### src/rtl/g3f_ramp_ctrl.sv
// Ramp/sequencing controller for the three-phase generator: slews the phase
// increment toward a commanded target, reversing through zero and decelerating on stop.
module g3f_ramp_ctrl #(
    parameter int INC_W   = 16,
    parameter int PRESC_W = 8
) (
    input  logic               clk,
    input  logic               rst_n,
    input  logic               ena,
    input  logic               cmd_valid,
    output logic               cmd_ready,
    input  logic [INC_W-1:0]   cmd_target,
    input  logic               cmd_dir,
    input  logic [7:0]         cmd_step,
    input  logic [PRESC_W-1:0] cmd_div,
    input  logic               stop,
    output logic [INC_W-1:0]   inc_out,
    output logic               dir_out,
    output logic               gen_en,
    output logic               busy,
    output logic               at_target
);

    typedef enum logic [2:0] {
        ST_IDLE,
        ST_RAMP,
        ST_HOLD,
        ST_REVERSE,
        ST_STOPPING
    } state_t;

    state_t               state_reg;
    logic [INC_W-1:0]     inc_reg;
    logic [INC_W-1:0]     target_reg;
    logic                 dir_reg;
    logic [7:0]           step_reg;
    logic [PRESC_W-1:0]   div_reg;
    logic [PRESC_W-1:0]   presc_reg;

    logic [INC_W-1:0]     step_eff;
    logic [INC_W:0]       up_sum;
    logic [INC_W-1:0]     up_sat;
    logic [INC_W-1:0]     up_next;
    logic [INC_W-1:0]     dn_next;
    logic [INC_W-1:0]     ramp_next;
    logic [INC_W-1:0]     zero_next;
    logic [PRESC_W-1:0]   presc_adv;
    logic                 tick;
    logic                 accept;

    // A zero step would stall the ramp forever, so it behaves as a step of one.
    always_comb begin
        step_eff      = '0;
        step_eff[7:0] = (step_reg == 8'd0) ? 8'd1 : step_reg;
    end

    // Extra carry bit lets the up-step saturate instead of wrapping before the clamp.
    assign up_sum    = {1'b0, inc_reg} + {1'b0, step_eff};
    assign up_sat    = up_sum[INC_W] ? {INC_W{1'b1}} : up_sum[INC_W-1:0];
    assign up_next   = (up_sat > target_reg) ? target_reg : up_sat;
    assign dn_next   = ((inc_reg - target_reg) <= step_eff) ? target_reg : (inc_reg - step_eff);
    assign ramp_next = (inc_reg < target_reg) ? up_next : dn_next;
    assign zero_next = (inc_reg <= step_eff) ? '0 : (inc_reg - step_eff);

    assign tick      = (presc_reg == div_reg);
    assign presc_adv = tick ? '0 : (presc_reg + 1'b1);

    assign cmd_ready = ena && !stop && ((state_reg == ST_IDLE) || (state_reg == ST_HOLD));
    assign accept    = cmd_valid && cmd_ready;

    assign inc_out   = inc_reg;
    assign dir_out   = dir_reg;
    assign gen_en    = (inc_reg != '0);
    assign busy      = (state_reg == ST_RAMP) || (state_reg == ST_REVERSE) ||
                       (state_reg == ST_STOPPING);
    assign at_target = (state_reg == ST_HOLD);

    always_ff @(posedge clk or negedge rst_n) begin
        if (!rst_n) begin
            state_reg  <= ST_IDLE;
            inc_reg    <= '0;
            target_reg <= '0;
            dir_reg    <= 1'b0;
            step_reg   <= '0;
            div_reg    <= '0;
            presc_reg  <= '0;
        end else if (ena) begin
            if (stop && (state_reg != ST_IDLE) && (state_reg != ST_STOPPING)) begin
                // Deceleration keeps the running prescaler phase rather than restarting it.
                state_reg <= ST_STOPPING;
                presc_reg <= presc_adv;
            end else begin
                case (state_reg)
                    ST_IDLE, ST_HOLD: begin
                        if (accept) begin
                            target_reg <= cmd_target;
                            step_reg   <= cmd_step;
                            div_reg    <= cmd_div;
                            presc_reg  <= '0;
                            if (cmd_dir != dir_reg) begin
                                if (inc_reg != '0) begin
                                    state_reg <= ST_REVERSE;
                                end else begin
                                    dir_reg   <= cmd_dir;
                                    state_reg <= (cmd_target == '0) ? ST_IDLE : ST_RAMP;
                                end
                            end else if (cmd_target == inc_reg) begin
                                state_reg <= (inc_reg == '0) ? ST_IDLE : ST_HOLD;
                            end else begin
                                state_reg <= ST_RAMP;
                            end
                        end
                    end
                    ST_RAMP: begin
                        presc_reg <= presc_adv;
                        if (tick) begin
                            inc_reg <= ramp_next;
                            if (ramp_next == target_reg) begin
                                state_reg <= ST_HOLD;
                            end
                        end
                    end
                    ST_REVERSE: begin
                        if (inc_reg == '0) begin
                            dir_reg   <= ~dir_reg;
                            presc_reg <= '0;
                            state_reg <= (target_reg == '0) ? ST_IDLE : ST_RAMP;
                        end else begin
                            presc_reg <= presc_adv;
                            if (tick) begin
                                inc_reg <= zero_next;
                            end
                        end
                    end
                    ST_STOPPING: begin
                        if (inc_reg == '0) begin
                            state_reg <= ST_IDLE;
                        end else begin
                            presc_reg <= presc_adv;
                            if (tick) begin
                                inc_reg <= zero_next;
                            end
                        end
                    end
                    default: state_reg <= ST_IDLE;
                endcase
            end
        end
    end

endmodule

### config.mk
export PLATFORM = sky130hd
export DESIGN_NAME = g3f_ramp_ctrl
export DESIGN_NICKNAME = d
export VERILOG_FILES = /design/src/rtl/g3f_ramp_ctrl.sv
export SDC_FILE = /design/constraint.sdc
export NUM_CORES = 1
export LEC_CHECK = 0
export BUFFER_PORTS_ARGS = -buffer_cell sky130_fd_sc_hd__buf_4
export CORE_MARGIN = 4
export CORE_UTILIZATION = 48
export CTS_CLUSTER_SIZE = 30
export DETAILED_ROUTE_END_ITERATION = 8
export PLACE_DENSITY_LB_ADDON = 0.2
export SLEW_MARGIN = 40
export SYNTH_ARGS = -nofsm -noshare
export SYNTH_HDL_FRONTEND = slang
export SYNTH_SLANG_ARGS = --single-unit
### constraint.sdc
create_clock -name clk -period 5.1 [get_ports clk]
set_input_delay 0 -clock clk [delete_from_list [all_inputs] [get_ports clk]]
set_output_delay 0 -clock clk [all_outputs]
set_load 0.05 [all_outputs]
==> flow_metrics.env <==
export IMPL_required_ns=5.31
export IMPL_synthDistinctLibCells=81
export IMPL_grt_total_usage_pct=29.4
export IMPL_die_area_um2=16000
export IMPL_yosysSeqAreaShare_pct=22.3
export IMPL_port_buffers=58
export IMPL_grt_ovfl_total=0
export IMPL_slowest_delay_ns=0.41
export IMPL_violations="negative setup slack"
export IMPL_path_cells="nor4_2 -> a41o_1 -> ha_2 -> fa_2 -> nand2b_4 -> a2111oi_4 -> o21ai_2 -> nand2_2 -> and3_4 -> mux2i_4 -> inv_2 -> ha_4 -> and3_4 -> buf_6 -> nand4_1 -> a21o_1 -> a31oi_4 -> a2111o_1 -> buf_6 -> nor2_2 -> a31o_2 -> a2111o_1 -> a22oi_2 -> mux2_4"
export IMPL_die_w_um=126
export IMPL_grt_max_degree=61
export IMPL_worst_slew_pin_slew_ns=0.936
export IMPL_cts_inserted_buffers=9
export IMPL_htreeDepth=3
export IMPL_cts_clk_slew_worst_paths_ns=0.06
export IMPL_worstSetupEndpointType="flop"
export IMPL_num_rows=42
export IMPL_setup_viol=2
export IMPL_ys_top_cells_by_count="nand2_1, dfrtp_1, ha_1"
export IMPL_r2r_setup_slack_ns=-0.15
export IMPL_fin_ws_ns=-0.148
export IMPL_whs_endpoint="dir_out$_DFFE_PN0P_"
export IMPL_root_buffer="clkbuf_16"
export IMPL_max_freq_mhz=191
export IMPL_synth_cells=812
export IMPL_async_flop_share_pct=100
export IMPL_dr_pass1_iters=5
export IMPL_place_congestion=1.01
export IMPL_remaining_drc_errors=0
export IMPL_rr_startpoint="step_reg[4]$_DFFE_PN0P_"
export IMPL_grt_first_pass_wirelength_mm=37.5
export IMPL_period_minus_slack_ns=5.25
export IMPL_yosysTopAreaCellShare_pct=22.3
export IMPL_wl_per_cell_um=20.8
export IMPL_rsz0062_at_grt="yes"
export IMPL_worstSetupStartpoint="step_reg[4]$_DFFE_PN0P_"
export IMPL_reg2reg_to="state_reg[0]$_DFFE_PN0P_"
export IMPL_slew_viol_final=0
export IMPL_cpMaxStageDelayCell="a2111oi_4"
export IMPL_finalClockSkew_ns=0.0128
export IMPL_num_nets_final=1076
export IMPL_layout_drive_gt1_share_pct=28.6
export IMPL_synth_fp_nets=910
export IMPL_synth_edff_count=0
export IMPL_cp_start_kind="flop"
export IMPL_drt_wl_total_mm=24.1
export IMPL_core_area_um2=13500
export IMPL_cts_tree="done"
export IMPL_antenna_found_initial=0
export IMPL_drt_iter0_drc=606
export IMPL_outcome="finished, violations left"
export IMPL_period_share_pct=103
export IMPL_yosysTopAreaCell="dfrtp_1"
export IMPL_worst_setup_path_type="flop to flop"
export IMPL_maxSlewHeadroom_pct=37.6
export IMPL_start_util_pct=50.0
export IMPL_yosysWarnings=0
export IMPL_num_io_pins=59
export IMPL_dp_hpwl_mm=18.7
export IMPL_worstRegToRegCells=24
export IMPL_clk_latency_ns=0.34
export IMPL_hold_start="ena"
export IMPL_hold_viol_final=0
export IMPL_hold_slack_ns=0.137
export IMPL_synthTopCellsByArea="dfrtp_1, ha_1, mux2_2"
export IMPL_num_vias=7240
export IMPL_hold_path_class="primary input to flop"
export IMPL_ant_nets=0
export IMPL_grt_pass1_vias=7054
export IMPL_chipHeight_um=126
export IMPL_antenna_cells=0
export IMPL_yosys_cell_count_top_type="nand2_1"
export IMPL_syn_to_final_growth_pct=32.8
export IMPL_cts_buffer_depth=2
export IMPL_synth_area_per_cell_um2=8.28
export IMPL_synthFlopType="dfrtp_1"
export IMPL_syn_area_um2=6720
export IMPL_via_per_inst=6.25
export IMPL_arrival_ns=5.46
export IMPL_maxCapViolCount=0
export IMPL_cts_sinks=60
export IMPL_ys_ff_latch=60
export IMPL_min_path_cells=4
export IMPL_cp_max_fo=5
## layout make-up
cell class / count / area (um^2)
clock buffers: 9 / 225
fillers: 1127 / 4530
flip-flops and latches: 60 / 1500
multi-input cells: 653 / 5070
clock inverters: 7 / 82.6
inverters: 53 / 200
repair buffers: 201 / 1630
well taps: 176 / 220
## cells in the final DEF, fill, tap and decap left out, types with 5 or more instances in the layout
master and n:
a211oi_1 5, a21o_1 9, a21oi_1 40, a221oi_1 6, a31oi_1 9, and2_1 5, and3_1 8, buf_4 161
buf_6 5, clkbuf_16 9, dfrtp_1 58, dlygate4sd3_1 34, ha_1 54, inv_1 48, mux2_2 37, nand2_1 62
nand2b_1 13, nand3_1 20, nand4_1 8, nor2_1 47, nor2b_1 11, nor3_1 12, nor3b_1 5, nor4_1 17
o211a_1 5, o211ai_1 10, o21a_1 12, o21ai_0 39, o221ai_1 8, o22ai_1 6, o31ai_1 8, or4_1 5
xnor2_1 32, xor2_1 36
## metal layers
metal  up-vias  part of all wire (%)  global-route usage, %
met5         -                     0                      0
met4         0                   3.2                   10.9
met3        56                   6.2                   3.45
met2       316                    47                   48.8
met1      3529                    43                   39.5
li1       3339                     -                      -
## worst max-delay path, delay by kind of cell, from the launching register on
kind | cells | cell delay, ns
buffers and inverters | 3 | 0.32
AND/OR/NAND/NOR | 7 | 1.00
AO/OA/AOI/OAI | 9 | 2.16
adder cells (fa/ha/maj) | 3 | 0.69
flip-flops | 1 | 0.39
multiplexers | 2 | 0.55
## worst max path at each step
stage	endpoint	slack (ns)	depth (start not counted)
2_1_floorplan	state_reg[0]$_DFFE_PN0P_	0.02	23
3_3_place_gp	state_reg[0]$_DFFE_PN0P_	-0.15	23
3_5_place_dp	state_reg[0]$_DFFE_PN0P_	-0.25	23
4_1_cts	state_reg[0]$_DFFE_PN0P_	-0.1	24
5_1_grt	state_reg[0]$_DFFE_PN0P_	-0.37	24
6_report	state_reg[0]$_DFFE_PN0P_	-0.15	24
## logic make-up after synthesis
logic type	count (synthesis)	share of synthesized area, %
AOI/OAI and AO/OA	227	24.1
xor gates and xnor gates	68	8.86
adders and majority gates	60	11.5
buffers and inverters	99	5.88
DFF	60	22.3
muxes	47	7.76
and+or+nand+nor	251	19.6
## through the flow
step                setup slack [ns]  std cells  utilization [%]  cell area, um^2  TNS (ns)
finish                        -0.148       1159             66.4             8930    -0.214
global placement              -0.153       1100             59.4             7990    -0.153
floorplan                     0.0170        812                -             6760         0
CTS                          -0.0969       1154             64.7             8710   -0.0969
global route                  -0.373       1159             66.4             8930     -1.43
detailed placement            -0.245       1100             59.4             7990    -0.306
## what timing repair did
item                                    in CTS  in global routing
endpoints found under the setup margin       2                 14
gates cloned                                 0                  0
pin swaps                                   12                 19
buffers inserted                             4                  6
hold endpoints to repair                    93                  0
resized for setup                           10                 35
hold buffers                                34                  0
Power is left out: the tool's default activity adds up to more than one toggle a clock period on the data nets, which glitch-free logic cannot reach.
